## config.mk

```make
export PLATFORM = sky130hd
export DESIGN_NAME = req_encoder
export DESIGN_NICKNAME = d
export VERILOG_FILES = /design/src/rtl/req_encoder.sv
export SDC_FILE = /design/constraint.sdc
export NUM_CORES = 1
export LEC_CHECK = 0
export CORE_AREA = 2 2 39 41
export CTS_BUF_LIST = sky130_fd_sc_hd__clkbuf_4
export DETAILED_ROUTE_END_ITERATION = 10
export DIE_AREA = 0 0 41 43
export GPL_ROUTABILITY_DRIVEN = 1
export GPL_TIMING_DRIVEN = 0
export SYNTH_ARGS = -nofsm -noshare
export SYNTH_HDL_FRONTEND = slang
export SYNTH_SLANG_ARGS = --single-unit
```

## constraint.sdc

```tcl
create_clock -name clk -period 2.1 [get_ports clk]
set_input_delay 0.21 -clock clk [delete_from_list [all_inputs] [get_ports clk]]
set_output_delay 0.21 -clock clk [all_outputs]
set_load 0.05 [all_outputs]
```

## src/rtl/req_encoder.sv

```systemverilog
// Registered request encoder: sticky pending capture, one-at-a-time index presentation on valid/ready.
// Optional REQ_ENCODER_RR_EN selects round-robin priority; default is fixed lowest-index-first.
module req_encoder #(
  parameter  int unsigned WIDTH = 4,
  localparam int unsigned IDX_W = $clog2(WIDTH)
) (
  input  logic             clk,
  input  logic             reset,
  input  logic             enable,
  input  logic [WIDTH-1:0] in,
  output logic [IDX_W-1:0] out,
  output logic             out_valid,
  input  logic             out_ready,
  output logic [WIDTH-1:0] pending
);

  typedef enum logic {IDLE = 1'b0, PRESENT = 1'b1} state_t;

  state_t           state_q, state_d;
  logic [IDX_W-1:0] out_q, out_d;
  logic             valid_q, valid_d;
  logic [WIDTH-1:0] pend_q, pend_d;
  logic [WIDTH-1:0] clr;
  logic [IDX_W-1:0] sel_idx;
  logic             handshake;

`ifdef REQ_ENCODER_RR_EN
  logic [IDX_W-1:0] rr_q, rr_d;
  logic             found;

  // Search starts at the pointer and wraps; power-of-two WIDTH makes the index add wrap naturally.
  always_comb begin
    sel_idx = '0;
    found   = 1'b0;
    for (int k = 0; k < int'(WIDTH); k++) begin
      if (!found && pend_q[rr_q + IDX_W'(k)]) begin
        sel_idx = rr_q + IDX_W'(k);
        found   = 1'b1;
      end
    end
  end

  always_comb begin
    rr_d = rr_q;
    if (handshake) rr_d = out_q + IDX_W'(1);
  end
`else
  // Fixed priority: scanning downward leaves the lowest set index selected.
  always_comb begin
    sel_idx = '0;
    for (int i = int'(WIDTH) - 1; i >= 0; i--) begin
      if (pend_q[i]) sel_idx = IDX_W'(i);
    end
  end
`endif

  // Next-state, presented index and pending update.
  always_comb begin
    state_d   = state_q;
    out_d     = out_q;
    valid_d   = valid_q;
    clr       = '0;
    handshake = 1'b0;
    case (state_q)
      IDLE: begin
        if (|pend_q) begin
          out_d   = sel_idx;
          valid_d = 1'b1;
          state_d = PRESENT;
        end
      end
      PRESENT: begin
        if (out_ready) begin
          handshake   = 1'b1;
          clr[out_q]  = 1'b1;
          valid_d     = 1'b0;
          state_d     = IDLE;
        end
      end
      default: begin
        valid_d = 1'b0;
        state_d = IDLE;
      end
    endcase
    // Set is OR-ed after the clear so a re-request in the handshake cycle survives.
    pend_d = (pend_q & ~clr) | (in & {WIDTH{enable}});
  end

  always_ff @(posedge clk) begin
    if (reset) begin
      state_q <= IDLE;
      out_q   <= '0;
      valid_q <= 1'b0;
      pend_q  <= '0;
`ifdef REQ_ENCODER_RR_EN
      rr_q    <= '0;
`endif
    end else begin
      state_q <= state_d;
      out_q   <= out_d;
      valid_q <= valid_d;
      pend_q  <= pend_d;
`ifdef REQ_ENCODER_RR_EN
      rr_q    <= rr_d;
`endif
    end
  end

  assign out       = out_q;
  assign out_valid = valid_q;
  assign pending   = pend_q;

endmodule

```

## After elaboration in Yosys (flattened, before gate mapping)

Index checks and enable logic that the tools add are counted.

| operators by class | value |
|---|---|
| multiplexer cells | 14 |
| order comparisons | 2 |
| equality and inequality tests | 2 |
| reductions and logical operators | 4 |
| bitwise operators | 5 |

Operators with widths:

| kind | number |
|---|---|
| bitwise AND 4 bit | 2 |
| 2-to-1 mux 2 bit | 4 |
| 2-to-1 mux 4 bit | 2 |
| 2-to-1 mux 1 bit | 5 |
| != test 2 bit (second input constant) | 2 |
| NOT 4 bit | 1 |
| OR 4 bit | 1 |
| case mux 1 bit (2 select lines) | 2 |
| AND reduction 2 bit | 2 |
| OR reduction 4 bit | 1 |
| less-than comparator 2 x 3 -> 1 bit (second input constant) | 1 |
| demux 1 bit (select 2 bit) | 1 |
| >= comparator 2 x 1 -> 1 bit (second input constant) | 1 |
| logical AND 1 bit | 1 |
| NOT 1 bit | 1 |

| storage, ports and cells | value |
|---|---|
| logic and storage cells | 31 |
| output and inout port bits | 7 |
| flip-flop bits (word level) | 8 |

## Depth between registers and ports, before layout

Gate-level depths: netlist (run 1).

| depth | value |
|---|---|
| depth in word-level cells | 9 |
| depth in mapped cells | 4 |

## Least setup slack after synthesis (run 1)

OpenSTA, ideal clock, no wires.

| path | value |
|---|---|
| path kind | flip-flop to flip-flop |
| from | register pend_q[2], in the netlist pending[2] |
| to | register out_q[0], in the netlist out[0] |
| data required time | 1.981 ns |
| buffers on the path | 0 |
| setup slack | 0.842 ns |
| cell stages (with the launch flop) | 4 |
| arrival time | 1.139 ns |
| clock period less this slack | 1.258 ns |
| library setup time | 0.119 ns |
| path through | dfxtp_1 nor4_4 nor2_1 o221a_1 |

| between the ends | value |
|---|---|
| cells in the longest elaborated chain, start to end | 3 |

RTL lines:

| element | line | text |
|---|---|---|
| start, declared | 22 | `logic [WIDTH-1:0] pend_q, pend_d;` |
| start signal, assigned | 102 | `pend_q <= pend_d;` |
| 2-to-1 mux 2 bit (3 in a row) | 52 | `if (pend_q[i]) sel_idx = IDX_W'(i);` |
| end signal, assigned | 100 | `out_q <= out_d;` |
| end, declared | 20 | `logic [IDX_W-1:0] out_q, out_d;` |

Parallel ways exist; a longest one is shown, timed or not.
A chain may end at the register's enable or synchronous reset.

## Worst setup path after layout (run 1)

| path | value |
|---|---|
| from | register pend_q[2], in the netlist pending[2] |
| to | output pending[2] |

RTL lines:

| element | line | text |
|---|---|---|
| end, declared | 14 | `output logic [WIDTH-1:0] pending` |

No word-level cell between the ends.

==> impl_metrics.yaml, run 1 <==
outcome:
  outcome: "completed"
cts:
  cts.sinks: 8
  cts_setup_buffers: 0
  cts_made_buffers: 3
  path_clk_slew_ns: 0.05
  ctsRootBufferMaster: "clkbuf_4"
  clockBufferDepth: 2
  clock_latency_ns: 0.25
  htreeDepth: 1
  cts_tree: "yes"
  cts_hold_buf: 0
  cts_resized: 0
timing:
  maxSlewHeadroom_pct: 67.1
  fmax_mhz: 571
  setup_violations: 0
  hold_violations: 0
  tns_ns: 0
  fin_skew_ns: 0.00527
  worst_pin_slew_ns: 0.492
  period_minus_slack_ns: 1.75
  rsz0062_at_grt: "no"
  fin_crit_sh_pct: 83.5
  slew_viol_final: 0
  finalWorstSetupSlack_ns: 0.348
logic_synthesis:
  synth_top_area_share_pct: 47.4
  syn_area_per_cell_sq_um: 9.13
  yosysWarnings: 0
  ys_types: 18
  synth_top_area_cell: "dfxtp_1"
  yosysSeqAreaShare_pct: 47.4
  syn-cell-area_sq_um: 338
  syn_inst: 37
  synth_area_leaders: "dfxtp_1, nor2_1, nor4_4, a21oi_1, a22oi_1"
  synth_fp_nets: 45
  ys_ff_latch: 8
cells_and_area:
  drive_above_1_share_pct: 11.1
  most-common-layout-cells: "clkdlybuf4s50_1, dfxtp_1, nor2_1"
  multi_input_area_sq_um: 165
  final_common_cell: "clkdlybuf4s50_1"
  areaGrowthSynthToFinish_pct: 54.1
  final_core_util_pct: 37.6
  final-seq-area_sq_um: 160
  instances_no_fill: 70
  fillers: 160
  n_antenna_cell: 0
  fin_nets: 64
place:
  globalplace.congestion: 0.711
  dp_hpwl_um: 610
  dp_cells: 67
  place_ws_ns: 0.602
  port_buffers: 14
floorplan:
  die-area_sq_um: 1760
  num_io_pins: 15
  die_h_um: 43
  die_x_um: 41
  initial_core_util_pct: 24.4
  fp.coreArea_sq_um: 1380
  rows: 14
critical_path:
  worstPathBufferInverterCount: 1
  critPathTopFamily: "buffers and inverters"
  slowest_stage: "clkdlybuf4s50_1"
  cp.arrival_ns: 1.54
  critical_path.max_fanout: 5
  end_kind: "primary output"
  path_cells: "clkdlybuf4s50_1"
  startpoint_type: "flip-flop"
  required_ns: 1.89
  critPathKind: "reg2out"
  slowest_delay_ns: 0.85
drt:
  routed-wl-met2_um: 405
  vias_per_cell: 4.74
  postRouteAntennaNets: 0
  drt-met1-wl_um: 352
  routed_wl_um: 781
  drtIter0Drc: 5
  num_vias: 332
  met3WireLength_um: 23
  drc: 0
  top_layer_used: "met3"
  drtPass1Iterations: 4
  wl_per_cell_um: 11.2
run:
  max-cap-violations: 0
global_route:
  grt_pass1_vias: 330
  grt_pass1_wl_um: 1360
  antenna_found_initial: 0
  gr-total-overflow: 0
  grtUsageTotal_pct: 11.3
  grt_max_degree: 11
power:
  ir_drop_v: 0.000238
  p_leak_uw: 0.000199
  p_per_area_nw_per_um2: 822
worst_hold_path:
  worstHoldPathType: "reg2reg"
## per-stage QoR
step / hold slack (ns) / area (sq um) / total power (uW)
6_report: 0.493 / 520 / 428
5_1_grt: 0.527 / 520 / 454
4_1_cts: 0.504 / 520 / 434
3_5_place_dp: 0.490 / 498 / 317
3_3_place_gp: 0.484 / 498 / 316
2_1_floorplan: 0.279 / 338 / 268
## cells in the mapped netlist
| cell type | count |
|---|---|
| nand3_1 | 1 |
| buf_2 | 1 |
| nor4_4 | 1 |
| nand2b_1 | 1 |
| dfxtp_1 | 8 |
| a2bb2oi_1 | 1 |
| inv_1 | 2 |
| o31ai_1 | 1 |
| o221a_1 | 1 |
| nand4_1 | 1 |
| nand4b_1 | 1 |
| a21oi_1 | 3 |
| nand2_1 | 3 |
| o221a_2 | 1 |
| o21ai_1 | 1 |
| a22oi_1 | 2 |
| and3_1 | 1 |
| nor2_1 | 7 |
## power by group
group          switching (uW)  leakage [uW]  internal (uW)  total [uW]
clock network            49.3     0.0000138           65.2         114
logic                    72.4      0.000119           54.9         127
registers                18.7     0.0000664            167         186
## path summary, 6_finish.rpt
kind | from | endpoint | slack [ns] | depth (start not counted)
worst max-delay path | pending[2] | pending[2] | 0.35 | 1
worst max register to register | pending[2] | out[0] | 1.01 | 3
worst min register to register | out_valid | out_valid | 0.49 | 2
worst min-delay path | out_valid | out_valid | 0.49 | 2
## registers in the layout, summed over array words and instances, names as in the netlist
register,flops
pending,4
out_valid,1
out,2
state_q,1
## layout make-up
cell class | instances | area share, %
Multi-Input combinational cell | 26 | 31.7
Sequential cell | 8 | 30.8
Timing Repair Buffer | 14 | 26.9
Clock buffer | 3 | 4.33
Tap cell | 16 | 3.85
Inverter | 2 | 1.44
Buffer | 1 | 0.962
## cells by family (layout without fill, tap and decap cells)
| kind of cell | Yosys count | after routing | share of synthesized area (%) |
|---|---|---|---|
| AO/OA/AOI/OAI | 10 | 10 | 21.8 |
| flip-flops | 8 | 8 | 47.4 |
| buffers and inverters | 3 | 20 | 3.70 |
| AND/OR/NAND/NOR | 16 | 16 | 27.0 |
## per-layer routing
layer / up-vias / global-route usage (%)
met5: - / 0
met2: 9 / 15.6
met1: 151 / 14.5
met4: 0 / 8.00
met3: 0 / 3.14
li1: 172 / -
No activity file was read; power rests on OpenSTA's default activity.
==> inputs of run 2 (changes only) <==
==> constraint.sdc (replaced) <==
create_clock -name clk -period 1.8 [get_ports clk]
set_input_delay 0.18 -clock clk [delete_from_list [all_inputs] [get_ports clk]]
set_output_delay 0.18 -clock clk [all_outputs]
set_load 0.05 [all_outputs]
==> results of run 2 <==
The final DEF is identical to that of run 1. Status: completed.
Main changes from that run: setup slack after placement 0.602 ns -> 0.332 ns; setup slack after layout 0.348 ns -> 0.0775 ns; hold slack 0.493 ns -> 0.485 ns; register-to-register setup slack 1.01 ns -> 0.71 ns; end point of the worst hold path out_valid -> pending[2]; total power 428 uW -> 499 uW; worst IR drop on VDD 0.000238 V -> 0.000277 V
